<file path="src/rtl/instruction_encoder.sv">
// Instruction encoder: packs R/I/J field sets into 32-bit words, buffers them
// in a small FIFO and streams them to instruction memory at sequential word
// addresses.
module instruction_encoder #(
    parameter int unsigned DEPTH  = 4,
    parameter int unsigned ADDR_W = 8
) (
    input  logic              clk,
    input  logic              reset,
    input  logic              in_valid,
    output logic              in_ready,
    input  logic [1:0]        fmt,
    input  logic [5:0]        opcode,
    input  logic [4:0]        rs,
    input  logic [4:0]        rt,
    input  logic [4:0]        rd,
    input  logic [4:0]        shamt,
    input  logic [5:0]        funct,
    input  logic [15:0]       immediate,
    input  logic [25:0]       address,
    input  logic              load_start,
    input  logic [ADDR_W-1:0] start_addr,
    output logic              imem_we,
    output logic [ADDR_W-1:0] imem_addr,
    output logic [31:0]       imem_wdata,
    input  logic              imem_ready,
    output logic              fmt_err,
    output logic              busy,
    output logic [15:0]       count
);

    localparam int unsigned PTR_W = (DEPTH > 1) ? $clog2(DEPTH) : 1;
    localparam logic [PTR_W:0] FULL_LEVEL = (PTR_W + 1)'(DEPTH);

    localparam logic [1:0] FMT_R = 2'd0;
    localparam logic [1:0] FMT_I = 2'd1;
    localparam logic [1:0] FMT_J = 2'd2;

    logic [31:0]       mem_q [DEPTH];
    logic [PTR_W-1:0]  wr_ptr_q;
    logic [PTR_W-1:0]  rd_ptr_q;
    logic [PTR_W:0]    level_q;
    logic [ADDR_W-1:0] addr_q;
    logic [15:0]       count_q;
    logic              fmt_err_q;

    logic [31:0] enc_word;
    logic        empty;
    logic        full;
    logic        accept;
    logic        push;
    logic        pop;

    // Pack the selected format; fields it does not use are ignored.
    always_comb begin
        enc_word = 32'h0;
        case (fmt)
            FMT_R:   enc_word = {opcode, rs, rt, rd, shamt, funct};
            FMT_I:   enc_word = {opcode, rs, rt, immediate};
            FMT_J:   enc_word = {opcode, address};
            default: enc_word = 32'h0;
        endcase
    end

    // Handshake and FIFO control decode.
    always_comb begin
        empty    = (level_q == '0);
        full     = (level_q == FULL_LEVEL);
        // A pending load_start blocks input even when it is ignored (busy).
        in_ready = !full && !load_start;
        accept   = in_valid && in_ready;
        // Illegal formats are consumed but never enter the FIFO.
        push     = accept && (fmt != 2'd3);
        pop      = !empty && imem_ready;
    end

    // Memory-side outputs come straight from registered state, no bypass.
    always_comb begin
        imem_we    = !empty;
        imem_addr  = addr_q;
        imem_wdata = mem_q[rd_ptr_q];
        fmt_err    = fmt_err_q;
        busy       = !empty;
        count      = count_q;
    end

    // FIFO storage; contents are don't-care while empty so no reset needed.
    always_ff @(posedge clk) begin
        if (push) begin
            mem_q[wr_ptr_q] <= enc_word;
        end
    end

    // Pointers, occupancy, write address, retire counter and error pulse.
    always_ff @(posedge clk) begin
        if (reset) begin
            wr_ptr_q  <= '0;
            rd_ptr_q  <= '0;
            level_q   <= '0;
            addr_q    <= '0;
            count_q   <= '0;
            fmt_err_q <= 1'b0;
        end else begin
            fmt_err_q <= accept && (fmt == 2'd3);

            if (push) begin
                wr_ptr_q <= wr_ptr_q + PTR_W'(1);
            end
            if (pop) begin
                rd_ptr_q <= rd_ptr_q + PTR_W'(1);
            end

            if (push && !pop) begin
                level_q <= level_q + (PTR_W + 1)'(1);
            end else if (pop && !push) begin
                level_q <= level_q - (PTR_W + 1)'(1);
            end

            // pop implies non-empty, so it never collides with a load.
            if (pop) begin
                addr_q <= addr_q + ADDR_W'(1);
            end else if (load_start && empty) begin
                addr_q <= start_addr;
            end

            if (pop && (count_q != 16'hFFFF)) begin
                count_q <= count_q + 16'd1;
            end
        end
    end

endmodule

</file>
<file path="config.mk">
export PLATFORM = sky130hd
export DESIGN_NAME = instruction_encoder
export DESIGN_NICKNAME = d
export VERILOG_FILES = /design/src/rtl/instruction_encoder.sv
export SDC_FILE = /design/constraint.sdc
export NUM_CORES = 1
export LEC_CHECK = 0
export ABC_CLOCK_PERIOD_IN_PS = 3500
export BUFFER_PORTS_ARGS = -buffer_cell sky130_fd_sc_hd__buf_2
export CORE_MARGIN = 3
export CORE_UTILIZATION = 45
export CTS_BUF_LIST = sky130_fd_sc_hd__clkbuf_8 sky130_fd_sc_hd__clkbuf_16
export DETAILED_ROUTE_END_ITERATION = 6
export PLACE_DENSITY_LB_ADDON = 0.3
export SLEW_MARGIN = 0
export SYNTH_ARGS = -nofsm -noshare
export SYNTH_HDL_FRONTEND = slang
export SYNTH_SLANG_ARGS = --single-unit
export TNS_END_PERCENT = 50
</file>
<file path="constraint.sdc">
create_clock -name clk -period 3.5 [get_ports clk]
set_input_delay 0.525 -clock clk [delete_from_list [all_inputs] [get_ports clk]]
set_output_delay 0.525 -clock clk [all_outputs]
set_load 0.01 [all_outputs]
</file>
* Word-level counts from Yosys, hierarchy flattened *
Memories as Yosys holds them, arrays and structs flattened. A register that Yosys moved wholly into a read port is not among the register bits.
Index checks and enable logic that the tools add are counted.

operators by class
  add/sub/neg operators = 6
  equal/unequal tests = 6
  mux-type cells = 9
  reduce and logical (&&, ||, !) cells = 18

operators by type and width
  cell                   number
  $pmux 32 s3            1
  $add 16x1->16 const B  1
  $mux 8                 2
  $ne 16x16->1 const B   1
  $logic_and 1x1->1      9
  $add 8x1->8 const B    1
  $mux 3                 2
  $logic_not 1->1        5
  $add 2x1->2 const B    2
  $eq 2x2->1 const B     2
  $mux 2                 2
  $reduce_bool 2->1      2
  $add 3x1->3 const B    1
  $eq 3x3->1 const B     1
  $logic_not 3->1        1
  $sub 3x1->3 const B    1
  $eq 2x1->1 const B     1
  $logic_not 2->1        1
  $mux 1                 2
  $ne 2x2->1 const B     1

storage, ports and cells
  flip-flop bits (word level) = 32
  RAM bits = 128
  bits of input ports = 89
  output and inout bits = 60
  logic and storage cells = 46
  memories kept = 1

memories
  name   words  width  read ports  clocked after memory_dff  wr ports  RTL line  source
  mem_q  4      32     1           1                         1         39        logic [31:0] mem_q [DEPTH];

* Logic depth before layout (Yosys ltp) *
  depth after elaboration = 9
  depth in mapped cells = 10
  depth with buffers taken out = 8

* Worst setup path before layout *
Ideal clock, no wire load.

  path kind = input to register
  from = in fmt[0]
  to = reg level_q[2]
  library setup time = 0.070 ns
  arrival time = 2.558 ns
  required time = 3.430 ns
  path slack = 0.871 ns
  stages = 10
  buffers on the path = 2
  cells stage by stage = clkbuf_1 nand2_1 nor4bb_1 clkbuf_1 ha_1 inv_1 fa_1 xor2_1 or3_1 a21oi_1

between the ends
  word-level cells in the longest chain between the ends = 5
  elaborated cells between the ends (all ways) = 7
  classes of those cells = 1 x eq/ne; 1 x mux; 5 x reduce/logical

RTL lines
  what                                RTL line  source
  start, declared                     12        input logic [1:0] fmt,
  $ne 2x2->1 (*)                      73        push = accept && (fmt != 2'd3);
  $logic_and 1x1->1 (*)               73
  net push                            51        logic push;
  $logic_not 1->1                     115       end else if (pop && !push) begin
  $logic_and 1x1->1                   115
  $reduce_bool 2->1 (no source line)  n/a
  end signal, assigned                114       level_q <= level_q + (PTR_W + 1)'(1);
  end signal, assigned                116       level_q <= level_q - (PTR_W + 1)'(1);
  end, declared                       42        logic [PTR_W:0] level_q;

The timed path passes the listed nets; every way through them passes the cells marked *.
A chain may end at the register's enable or synchronous reset.

==> metrics.yaml <==
status:
  outcome: "completed"
grt:
  antenna_found_initial: 2
  grt_pass1_vias: 4491
  grt_max_degree: 42
  overflow: 0
  grt_pass1_wl_um: 22700
  grt_usage_pct: 17.8
sta:
  relSlewSlack_pct: 38.8
  period_share_pct: 72.8
  rsz0062_at_grt: "false"
  setup_viol: 0
  finalMaxSlewViolations: 0
  fmax_mhz: 392
  worstMarginPinSlew_ps: 909
  hold_violations: 0
  finClkSkew_ps: 7.33
  period_minus_slack_ps: 2550
  fin_setup_tns_ps: 0
worst_setup_path:
  rrSetupSlack_ps: 1080
  worstSetupStartpointType: "flop"
  crit_type: "flop to output port"
  r2r_cells: 9
  worstSetupEndpoint: "imem_wdata[14]"
  path_max_fanout: 14
  arrival_ps: 2020
  cp_data_required_time_ps: 2970
  r2r-start: "level_q[0]"
  end_kind: "output port"
  r2r-end: "level_q[2]"
clocking:
  post-cts-setup-buffers: 0
  cts_buffers: 17
  hold_buffers: 0
  clockRootBuffer: "clkbuf_16"
  clk_pin_slew_ps: 60
  htreeDepth: 4
  ctsResizeCount: 0
  max-clock-path-buffers: 2
  clk_latency_ps: 420
  cts_tree: "built"
  cts_sinks: 162
drt:
  dr.pass1.iters: 4
  drt_iter0_markers: 337
  viasPerCell: 5.44
  drc_errors: 0
  antenna_left: 0
  vias: 4438
  wire_per_inst_um: 17.7
  wl_um: 14500
floorplanning:
  start_util_pct: 46.5
  die_h_um: 130
  dieArea_um2: 16800
  rows: 44
  boundaryPins: 149
  die_w_um: 130
  core_area_um2: 14800
synthesis:
  synth-seq-cells: 162
  yosys_warnings: 0
  netlist_area_um2: 6870
  synth_cells: 465
  yosysSeqAreaShare_pct: 65.9
  yosys.cell_types.count: 51
  avgSynthCellArea_um2: 14.8
  synthArstFlopShare_pct: 0
  synth_nets: 562
  synth-main-ff-cell: "edfxtp_1"
  synth-edff-count: 128
placed_design:
  gp_congestion: 0.810
  place_inst: 784
  port_buffers: 148
  hpwl_um: 9770
hold_path:
  hold_class: "primary input to flop"
final_layout:
  stdcell_count: 816
  fill_cells: 1195
  areaGrowthSynthToFinish_pct: 22.6
  drive_above_1_share_pct: 37.8
  nets: 716
  diodes: 0
power_and_ir_drop:
  leakagePower_uw: 0.00316
  ir_drop_v: 0.000302
  powerDensity_nw_per_um2: 598
job:
  max_cap_violations: 0
[per-layer routing]
| layer | vias to the layer above | share of wire (%) | global-route usage [%] |
|---|---|---|---|
| li1 | 2108 | - | - |
| met1 | 2130 | 41 | 21.9 |
| met2 | 172 | 51 | 30.4 |
| met3 | 24 | 6.0 | 4.29 |
| met4 | 4 | 1.7 | 7.03 |
| met5 | - | 0.17 | 0 |
[synthesized netlist by cell type, types with 2 or more instances]
library cell / instances / share of area [%]
nor4_1: 4 / 0.36
buf_1: 7 / 0.38
nand2_1: 36 / 2.0
nand4_1: 3 / 0.27
mux4_2: 32 / 10
a311oi_1: 4 / 0.51
a21boi_0: 2 / 0.22
mux2_2: 6 / 0.98
edfxtp_1: 128 / 56
nand2b_1: 2 / 0.18
o21ai_0: 32 / 2.3
and2_1: 10 / 0.91
and3_1: 4 / 0.36
dfxtp_1: 34 / 9.9
a2111oi_0: 2 / 0.26
or4_1: 4 / 0.44
clkbuf_1: 15 / 0.82
xor2_1: 3 / 0.38
nand3_1: 6 / 0.44
nor3b_1: 2 / 0.22
nor2_1: 27 / 1.5
o31ai_1: 4 / 0.44
nor2b_1: 7 / 0.64
or3_1: 3 / 0.27
ha_1: 7 / 1.3
a31oi_1: 3 / 0.27
xnor2_1: 2 / 0.26
nor3_1: 5 / 0.36
nor4b_1: 2 / 0.26
o311ai_0: 2 / 0.26
inv_1: 18 / 0.98
mux2i_1: 19 / 2.8
a21oi_1: 12 / 0.87
[flip-flops by register name (all words and copies together) (netlist names), named ones only]
register	cells
count	16
fmt_err	1
imem_addr	8
level_q	3
mem_q	128
rd_ptr_q	2
wr_ptr_q	2
[power breakdown]
group	switching (uW)	internal [uW]	total, uW
clock	739	1050	1790
sequential	123	2200	2320
combinational	470	455	925
total	1330	3710	5040
[metrics by stage]
step	worst slack (ps)	utilization [%]	hold WS, ps	power (uW)	cell area [um^2]
after detailed placement	862	53.1	506	3300	7840
after CTS	869	57.1	333	5100	8420
final	952	57.1	351	5040	8420
after floorplan	871	-	485	2950	6870
after global placement	956	53.1	496	3270	7840
after global routing	780	57.1	338	5270	8420
[area by class of cell]
type                    instances  area (um^2)  area share (%)
clock buffers                  17          425            5.05
clock inverters                15          160            1.90
inverters                      19         71.3           0.847
multi-input cells             260         2180            25.9
flip-flops and latches        162         4530            53.8
well taps                     184          230            2.73
repair buffers                159          823            9.78
[worst max-delay path: stages, from the launching register on]
cell and delay, ps:
dfxtp_2 530, buf_4 360, mux4_2 550, buf_2 160
[cells in the final DEF (no fill, tap or decap), types with 17 or more instances in the layout]
cell type	n
dfxtp_1	32
inv_1	19
clkbuf_16	17
nor2_1	27
mux4_2	32
o21ai_0	32
nand2_1	36
mux2i_1	19
buf_2	148
edfxtp_1	128
[kinds of logic (layout without fill, tap and decap cells)]
family          Yosys count  in the layout  share of synthesized area (%)
compound gates           72             72                           6.63
xor+xnor                  5              5                          0.638
fa+ha+maj                 8              8                           1.57
buf+inv                  43            210                           2.42
flops                   162            162                           65.9
mux                      58             58                           14.4
simple gates            117            117                           8.45
[worst min-delay path by stage]
stage	startpoint	endpoint	slack [ps]	cells past startpoint
floorplan	rd_ptr_q[1]	flop	480	2
global placement	count[15]	count[15]	500	2
detailed placement	count[15]	count[15]	510	2
CTS	in_valid	fmt_err	330	3
global route	in_valid	fmt_err	340	3
finish	in_valid	fmt_err	350	3
(Power assumes the default switching activity.)
